--- src/rtl/regfile_pkg.sv ---
// Shared types and constants for the register-file write-back path.
package regfile_pkg;

  localparam int unsigned DATA_W = 16;
  localparam int unsigned ADDR_W = 5;

  // Register 0 reads as constant zero, so writes to it are dropped.
  localparam logic [ADDR_W-1:0] ZERO_REG = '0;

  // One pending write-back. The register field cannot be called "reg" (keyword).
  typedef struct packed {
    logic [ADDR_W-1:0] regnum;
    logic [DATA_W-1:0] data;
  } wb_entry_t;

endpackage

--- src/rtl/wbq_match.sv ---
// Forwarding lookup for the write-back queue: reports whether any valid entry
// targets the lookup register and returns the data of the youngest such entry.
module wbq_match
  import regfile_pkg::*;
#(
  parameter int unsigned DEPTH = 4,
  parameter int unsigned PTR_W = $clog2(DEPTH)
) (
  input  wb_entry_t [DEPTH-1:0] entries,
  input  logic [DEPTH-1:0]      valid,
  input  logic [PTR_W-1:0]      rd_ptr,
  input  logic [ADDR_W-1:0]     lookup,
  output logic                  hit,
  output logic [DATA_W-1:0]     hit_data
);

  // Walk entries oldest to youngest; a later match overrides, so the youngest wins.
  always_comb begin
    logic [PTR_W-1:0] idx;
    hit      = 1'b0;
    hit_data = '0;
    idx      = '0;
    for (int unsigned i = 0; i < DEPTH; i++) begin
      idx = rd_ptr + PTR_W'(i);
      if (valid[idx] && (lookup != ZERO_REG) && (entries[idx].regnum == lookup)) begin
        hit      = 1'b1;
        hit_data = entries[idx].data;
      end
    end
  end

endmodule

--- src/rtl/regfile_writeback_queue.sv ---
// Write-back queue in front of RegFile: buffers write-backs in a circular FIFO
// and issues one per cycle to the RegFile write port.
// Optional feature macro WBQ_FORWARD_EN: read-after-write forwarding for the two
// RegFile read ports from pending entries. Without it Hit/HitData are tied to 0.
// DATA_W/ADDR_W must match the regfile_pkg constants (the entry type uses them).
module regfile_writeback_queue
  import regfile_pkg::*;
#(
  parameter int unsigned DATA_W = regfile_pkg::DATA_W,
  parameter int unsigned ADDR_W = regfile_pkg::ADDR_W,
  parameter int unsigned DEPTH  = 4
) (
  input  logic                       clock,
  input  logic                       reset_n,
  input  logic                       InValid,
  input  logic [ADDR_W-1:0]          InReg,
  input  logic [DATA_W-1:0]          InData,
  output logic                       InReady,
  input  logic                       Stall,
  output logic [ADDR_W-1:0]          WriteReg,
  output logic [DATA_W-1:0]          WriteData,
  output logic                       RegWrite,
  input  logic [ADDR_W-1:0]          LookupReg1,
  input  logic [ADDR_W-1:0]          LookupReg2,
  output logic                       Hit1,
  output logic [DATA_W-1:0]          HitData1,
  output logic                       Hit2,
  output logic [DATA_W-1:0]          HitData2,
  output logic [$clog2(DEPTH):0]     Count
);

  localparam int unsigned PTR_W = $clog2(DEPTH);
  localparam int unsigned CNT_W = PTR_W + 1;
  localparam logic [CNT_W-1:0] FULL_CNT = CNT_W'(DEPTH);

  wb_entry_t [DEPTH-1:0] entry_q;
  logic [DEPTH-1:0]      valid_q, valid_d;
  logic [PTR_W-1:0]      wr_ptr_q, rd_ptr_q;
  logic [CNT_W-1:0]      count_q, count_d;
  logic                  push, pop;

  // Handshake, issue and next-state bookkeeping.
  always_comb begin
    InReady = (count_q < FULL_CNT);
    push    = InValid && InReady && (InReg != ZERO_REG);
    pop     = (count_q != '0) && !Stall;

    RegWrite  = pop;
    WriteReg  = '0;
    WriteData = '0;
    if (count_q != '0) begin
      WriteReg  = entry_q[rd_ptr_q].regnum;
      WriteData = entry_q[rd_ptr_q].data;
    end

    valid_d = valid_q;
    if (pop)  valid_d[rd_ptr_q] = 1'b0;
    if (push) valid_d[wr_ptr_q] = 1'b1;

    count_d = count_q;
    case ({push, pop})
      2'b10:   count_d = count_q + CNT_W'(1);
      2'b01:   count_d = count_q - CNT_W'(1);
      default: count_d = count_q;
    endcase
  end

  // Pointers, occupancy and valid mask; reset discards everything pending.
  always_ff @(posedge clock or negedge reset_n) begin
    if (!reset_n) begin
      wr_ptr_q <= '0;
      rd_ptr_q <= '0;
      count_q  <= '0;
      valid_q  <= '0;
    end else begin
      if (push) wr_ptr_q <= wr_ptr_q + PTR_W'(1);
      if (pop)  rd_ptr_q <= rd_ptr_q + PTR_W'(1);
      count_q <= count_d;
      valid_q <= valid_d;
    end
  end

  // Entry storage needs no reset: contents are only observed through valid/count.
  always_ff @(posedge clock) begin
    if (push) begin
      entry_q[wr_ptr_q] <= '{regnum: InReg, data: InData};
    end
  end

  assign Count = count_q;

`ifdef WBQ_FORWARD_EN
  wbq_match #(
    .DEPTH (DEPTH),
    .PTR_W (PTR_W)
  ) u_match1 (
    .entries  (entry_q),
    .valid    (valid_q),
    .rd_ptr   (rd_ptr_q),
    .lookup   (LookupReg1),
    .hit      (Hit1),
    .hit_data (HitData1)
  );

  wbq_match #(
    .DEPTH (DEPTH),
    .PTR_W (PTR_W)
  ) u_match2 (
    .entries  (entry_q),
    .valid    (valid_q),
    .rd_ptr   (rd_ptr_q),
    .lookup   (LookupReg2),
    .hit      (Hit2),
    .hit_data (HitData2)
  );
`else
  // Datapath must stall reads while Count != 0 in this build.
  logic unused_fwd;
  assign unused_fwd = ^{valid_q, LookupReg1, LookupReg2};
  assign Hit1     = 1'b0;
  assign HitData1 = '0;
  assign Hit2     = 1'b0;
  assign HitData2 = '0;
`endif

endmodule
--- config.mk ---
export PLATFORM = sky130hd
export DESIGN_NAME = regfile_writeback_queue
export DESIGN_NICKNAME = d
export VERILOG_FILES = /design/src/rtl/regfile_pkg.sv /design/src/rtl/wbq_match.sv /design/src/rtl/regfile_writeback_queue.sv
export SDC_FILE = /design/constraint.sdc
export NUM_CORES = 1
export LEC_CHECK = 0
export ABC_AREA = 1
export ABC_CLOCK_PERIOD_IN_PS = 2700
export CORE_ASPECT_RATIO = 1.25
export CORE_MARGIN = 2
export CORE_UTILIZATION = 45
export CTS_BUF_LIST = sky130_fd_sc_hd__clkbuf_2 sky130_fd_sc_hd__clkbuf_4 sky130_fd_sc_hd__clkbuf_8
export DETAILED_ROUTE_END_ITERATION = 8
export PLACE_DENSITY = 0.72
export SLEW_MARGIN = 0
export SYNTH_ARGS = -nofsm -noshare
export SYNTH_HDL_FRONTEND = slang
export SYNTH_HIERARCHICAL = 1
export SYNTH_SLANG_ARGS = --single-unit
--- constraint.sdc ---
create_clock -name clock -period 2.7 [get_ports clock]
set_input_delay 0.27 -clock clock [delete_from_list [all_inputs] [get_ports clock]]
set_output_delay 0.27 -clock clock [all_outputs]
set_load 0.02 [all_outputs]
==> run summary, run 1 <==
Insertion delay to the later sink of the worst-skew pair = 0.37 ns
GR Overflow Total = 0
Synth area leader = edfxtp_1
Delay-heaviest family, CP = buffers and inverters
DRC = 0
Clock Path Buffers = 2
Clock transition at path regs = 0.08 ns
Worst path max stage delay = 0.53 ns
Synth top area share = 0.556
Count of state elements after synthesis = 91
Vias in the first global route = 2739
Share of cells above drive strength 1 = 0.176
Fmax = 395 MHz
Postcts setup bufs = 0
Post-Route WL = 8040 µm
Placed Instances = 602
Final setup margin = 0.166 ns
Outcome = complete, no violations
Place WS = 0.276 ns
Die footprint = 0.0109 mm²
Total power = 5.54 mW
Fillers = 876
Syn_area_per_cell = 10.6 µm²
Pleak = 2.31 nW
Levels on crit path = 6
Tmin final = 2.53 ns
Worst-path fanout max = 19
Row count = 41
Cell depth of the worst flop-to-flop path = 6
Fin. max-slew vios = 0
Crit path DAT = 2.26 ns
Max_cap viols = 0
Worst path buffer plus inverter count = 4
Final Skew = 0.00798 ns
Most frequent cells in the layout = inv_1 (99), edfxtp_1 (84), nand2_1 (81), clkdlybuf4s50_1 (50), conb_1 (34)
Global-route usage over all layers = 0.158
CTS buffer count = 9
CP Launch Type = flop
Hold slack = 0.170 ns
1st-pass router iterations = 4
Synth area leaders = edfxtp_1 (56%), inv_1 (8.2%), nand2_1 (6.7%)
Crit path kind = flop to output pin
H-tree depth reported by CTS = 3
WL/cell = 13.0 µm
Setup TNS Final = 0 ns
Most common cell after layout, fill and taps aside = inv_1
Critical path launch point = Count[0]
CP cell instances = inv_1 > nand3_1 > inv_2 > buf_4 > a21oi_2 > clkdlybuf4s50_1
Max stage delay cell, worst path = clkdlybuf4s50_1
CTS root buf = clkbuf_8
Worst Max-Slew Pin Slew = 0.580 ns
Largest net degree at the start of global routing = 44
Worst hold path type = input port to asynchronous set/reset pin
# diodes = 0
Synthesis-to-layout area growth = 15.0%
Global placer's final weighted congestion = 0.700
DRT iter0 DRCs = 133
# clock sinks = 91
Worst Path Required = 2.43 ns
First-pass GRT wire length = 12800 µm
Synth Warn # = 6
Die H = 116 µm
Via count = 2803
Die extent in x = 93.8 µm
Max_slew headroom = 0.613
Initial core utilization = 0.456
Final Instance Count excl. Fillers = 617
Via/cell ratio = 4.54
Post-synthesis cell count = 430
PD cells = 1060 mW/mm²
Antenna violations before repair = 0
Endpoint type of the worst setup path = output pin
Final-stage net count = 525
Post-route ant nets = 0
CTS tree = done
Reg-to-Reg Start = Count[2]
Post-synth cell types = 21
IO Port Bufs = 50
Syn Std Cell Area = 0.00454 mm²
Hold Fails Final Rpt = 0
Multi-input logic area = 0.00119 mm²
Total core area = 0.00995 mm²
Number of primary I/O pins = 95
Final worst-path cycle share = 0.939
Maximum VDD drop = 0.406 mV
Dpl hpwl = 5140 µm
RSZ-0062 raised after global routing = no
Sequential fraction of the synthesis area = 0.594
Endpoints failing setup = 0
Register area = 0.00270 mm²
[path summary, 6_finish.rpt]
kind	endpoint	slack, ns
max	WriteData[14]	0.17
min	Count[2]	0.17
max reg2reg	Count[1]	0.81
min reg2reg	Count[0]	0.52
max in group asynchronous	rd_ptr_q[0]	2.25
min in group clock	Count[0]	0.52
[logic make-up (layout without fill, tap and decap cells)]
group	after synthesis	in the layout	share of synthesized area
simple gates	154	154	0.171
buf+inv	153	178	0.172
xor+xnor	2	2	0.00386
compound gates	23	23	0.0403
flops	91	91	0.594
fa+ha+maj	6	6	0.0182
other cells	1	34	0.000826
[registers in the layout (all words and copies together), names as in the netlist]
name	cells
rd_ptr_q	2
entry_q	84
wr_ptr_q	2
Count	3
[area by class of cell]
cell class                 instances  area share
tap                              129      0.0309
inverter                         103      0.0746
multi-input combinational        219       0.229
sequential                        91       0.517
timing repair buffer              60       0.113
clock inverter                     5      0.0103
clock buffer                      10      0.0252
[metrics by stage]
stage,cell area (µm²),utilization
finish,5220,0.524
global route,5220,0.524
CTS,5220,0.524
detailed placement,5030,0.506
global placement,5030,0.506
floorplan,4660,-
[where the power goes]
group | switching, mW | internal, mW | leakage, nW | total, mW
logic | 1.64 | 1.10 | 1.37 | 2.74
registers | 0.113 | 1.80 | 0.848 | 1.92
clock network | 0.452 | 0.430 | 0.0913 | 0.882
total | 2.21 | 3.33 | 2.31 | 5.54
[layer usage]
layer | track usage | vias up | wire [µm]
met5 | 0 | - | 0
met4 | 0.0763 | 0 | 167
met3 | 0.0310 | 13 | 413
met2 | 0.299 | 89 | 4320
met1 | 0.168 | 1326 | 3130
li1 | - | 1375 | -
[worst reg2reg max path, delay by kind of cell, from the launching register on]
kind / cells / cell delay [ns]
fa+ha+maj: 2 / 0.68
simple gates: 2 / 0.48
flops: 1 / 0.41
compound gates: 1 / 0.16
buf+inv: 1 / 0.08
[what timing repair did]
action	in CTS	in global routing
setup endpoints to repair	11	0
hold buffers	0	0
gates resized for setup	1	0
[cell usage after synthesis, drive strengths merged]
master,n
fa,1
nor2,7
dfrtp,7
o21ai,2
ha,5
nand2,99
nand3,47
xnor2,2
edfxtp,84
inv,103
a21oi,21
conb,1
nand4,1
buf,50
Note: power is estimated with default switching activity, not from simulation.
==> run 2: changes to the inputs <==
Settings changed: HOLD_SLACK_MARGIN set to 0.05.
==> results of run 2 <==
Final layout, timing and power as in run 1 (identical DEF).
==> run 3: changes to the inputs <==
Settings changed: CORE_ASPECT_RATIO 1.25 to 0.7.
==> run 3 against run 2 <==
Clock skew down 0.0016 ns. Setup slack better by 0.030 ns. Sequential cell count stayed put. Die area barely moved. Sequential share of layout area down 0.55 points.
==> run summary, run 3 (synthesized netlist as in run 1, its figures left out) <==
Outcome = complete, no violations
Worst-path fanout max = 43 (+24)
Psw = 2.25 mW (+1.9%)
DRC = 0 (unchanged)
Row count = 30 (-27%)
Die H = 88.0 µm (-24%)
Largest net degree at the start of global routing = 44 (unchanged)
Die footprint = 0.0109 mm² (about the same)
Antenna violations before repair = 0 (unchanged)
Reg2reg end = Count[2]
Die extent in x = 124 µm (+32%)
Most frequent cells in the layout = inv_1 (99), edfxtp_1 (84), nand2_1 (81), clkdlybuf4s50_1 (50), conb_1 (34)
Max_cap viols = 0 (unchanged)
Flop pwr share = 0.336 (-0.010)
Fin. max-slew vios = 0 (unchanged)
Endpoints failing setup = 0 (unchanged)
Endpoint type of the worst setup path = output pin
First-pass GRT wire length = 12900 µm (+0.97%)
Tmin final = 2.50 ns (-0.0295 ns)
GR Overflow Total = 0 (unchanged)
Util after Layout = 0.540 (+0.0159)
Largest register FFs = 84 (unchanged)
Vias in the first global route = 2718 (-0.77%)
Cell area after layout = 0.00527 mm² (+1.0%)
Hold slack = 0.181 ns (+0.0114 ns)
Internal power = 3.36 mW (+0.96%)
Total power = 5.61 mW (+1.3%)
Via count = 2775 (-1.0%)
Setup TNS Final = 0 ns (unchanged)
Worst Path Required = 2.43 ns (about the same)
Clock transition at path regs = 0.09 ns (about the same)
Sw Ratio = 0.401 (+0.00213)
Worst hold path type = input port to asynchronous set/reset pin
Dpl hpwl = 5480 µm (+6.5%)
Postcts setup bufs = 0 (unchanged)
Post-route ant nets = 0 (unchanged)
IO Port Bufs = 50 (unchanged)
Total core area = 0.00976 mm² (-1.9%)
PD cells = 1060 mW/mm² (+0.29%)
Pleak = 2.34 nW (+1.5%)
WL/cell = 13.0 µm (-0.17%)
CTS tree = done
Number of primary I/O pins = 95 (unchanged)
Via/cell ratio = 4.45 (-2.0%)
Global placer's final weighted congestion = 0.751 (+7.3%)
Combinational Power Share = 0.501 (+0.006)
R2R Setup Slk = 0.85 ns (+0.04 ns)
1st-pass router iterations = 4 (unchanged)
Share of cells above drive strength 1 = 0.190 (+0.0137)
Fmax = 399 MHz (+1.2%)
DRT iter0 DRCs = 150 (+13%)
Clock network power share = 0.163 (+0.004)
Initial core utilization = 0.465 (+0.00900)
# clock sinks = 91 (unchanged)
Crit path kind = flop to output pin
Post-Route WL = 8100 µm (+0.80%)
CTS buffer count = 9 (unchanged)
CTS root buf = clkbuf_8
Synthesis-to-layout area growth = 16.2%
RSZ-0062 raised after global routing = no
Most common cell after layout, fill and taps aside = inv_1
Final Skew = 0.00633 ns (-0.00165 ns)
Final worst-path cycle share = 0.928 (-0.0109)
Global-route usage over all layers = 0.160 (+0.00189)
Clock Path Buffers = 2 (unchanged)
Final-stage net count = 531 (+1.1%)
Hold Fails Final Rpt = 0 (unchanged)
Cell depth of the worst flop-to-flop path = 11 (+5)
Largest reg by FF count = entry_q
Placed Instance Area = 0.00506 mm² (+0.62%)
Maximum VDD drop = 0.487 mV (+20%)
Crit path DAT = 2.23 ns (-0.03 ns)
Reg-to-Reg Start = Count[2]
CP Launch Type = flop
H-tree depth reported by CTS = 3 (unchanged)
Insertion delay to the later sink of the worst-skew pair = 0.36 ns (about the same)
# diodes = 0 (unchanged)
-- run 3: cell types whose count changed in the layout (fill, tap and decap cells not counted), sizes merged --
cell	previous run	this run
buf	10	16
clkinv	2	1
clkinvlp	1	2
inv	104	105
-- run 3: through the flow --
| stage | setup slack, ns | cells |
|---|---|---|
| 3_3_place_gp | 0.456 | 607 |
| 6_report | 0.195 | 623 |
| 2_1_floorplan | 0.561 | 463 |
| 5_1_grt | 0.0265 | 623 |
| 4_1_cts | 0.0270 | 623 |
| 3_5_place_dp | 0.445 | 607 |
-- run 3: layout make-up --
class                   instances  area (µm²)
clock buffers                  10         131
clock inverters                 6        71.3
fillers                       866        4490
inverters                     103         392
multi-input cells             219        1190
flip-flops and latches         91        2700
well taps                     128         160
repair buffers                 66         624
-- run 3: power groups by stage --
stage                     clock network, mW  logic (mW)  registers (mW)
final                                 0.916        2.81            1.88
after global routing                  0.988        3.07            1.91
after global placement                    0        2.78            1.91
after floorplan                           0        1.90            1.93
after detailed placement                  0        2.83            1.91
after CTS                             0.949        2.84            1.88
-- run 3: worst max path at each step --
stage                start            to  slack, ns  cells past startpoint
2_1_floorplan     Count[2]    entry_q[0]       0.56                      3
4_1_cts        rd_ptr_q[0]  WriteData[0]       0.03                      6
3_3_place_gp   rd_ptr_q[0]  WriteData[0]       0.46                      6
5_1_grt        rd_ptr_q[0]  WriteData[0]       0.03                      6
6_report       rd_ptr_q[0]  WriteData[0]       0.20                      6
3_5_place_dp   rd_ptr_q[0]  WriteData[0]       0.44                      6
-- run 3: metal layers --
metal  vias up  track usage  routed length [µm]  part of all wire
li1       1390            -                   -                 -
met1      1279        0.209                3660              0.45
met2        90        0.263                3850              0.48
met3        16       0.0397                 431             0.053
met4         0       0.0592                 161             0.020
met5         -            0                   0                 0
-- run 3: worst max-delay path: stages (launching register included) --
cell and delay [ns]:
dfrtp_1 0.37, buf_6 0.24, inv_6 0.19, nand2_1 0.12, nand3_1 0.06, a21oi_1 0.23, clkdlybuf4s50_1 0.65
-- run 3: what timing repair did --
| action | CTS | global route |
|---|---|---|
| endpoints found under the setup margin | 0 | 6 |
| hold buffers | 0 | 0 |
| resized for setup | 0 | 2 |
| endpoints found under the hold margin | 0 | 0 |
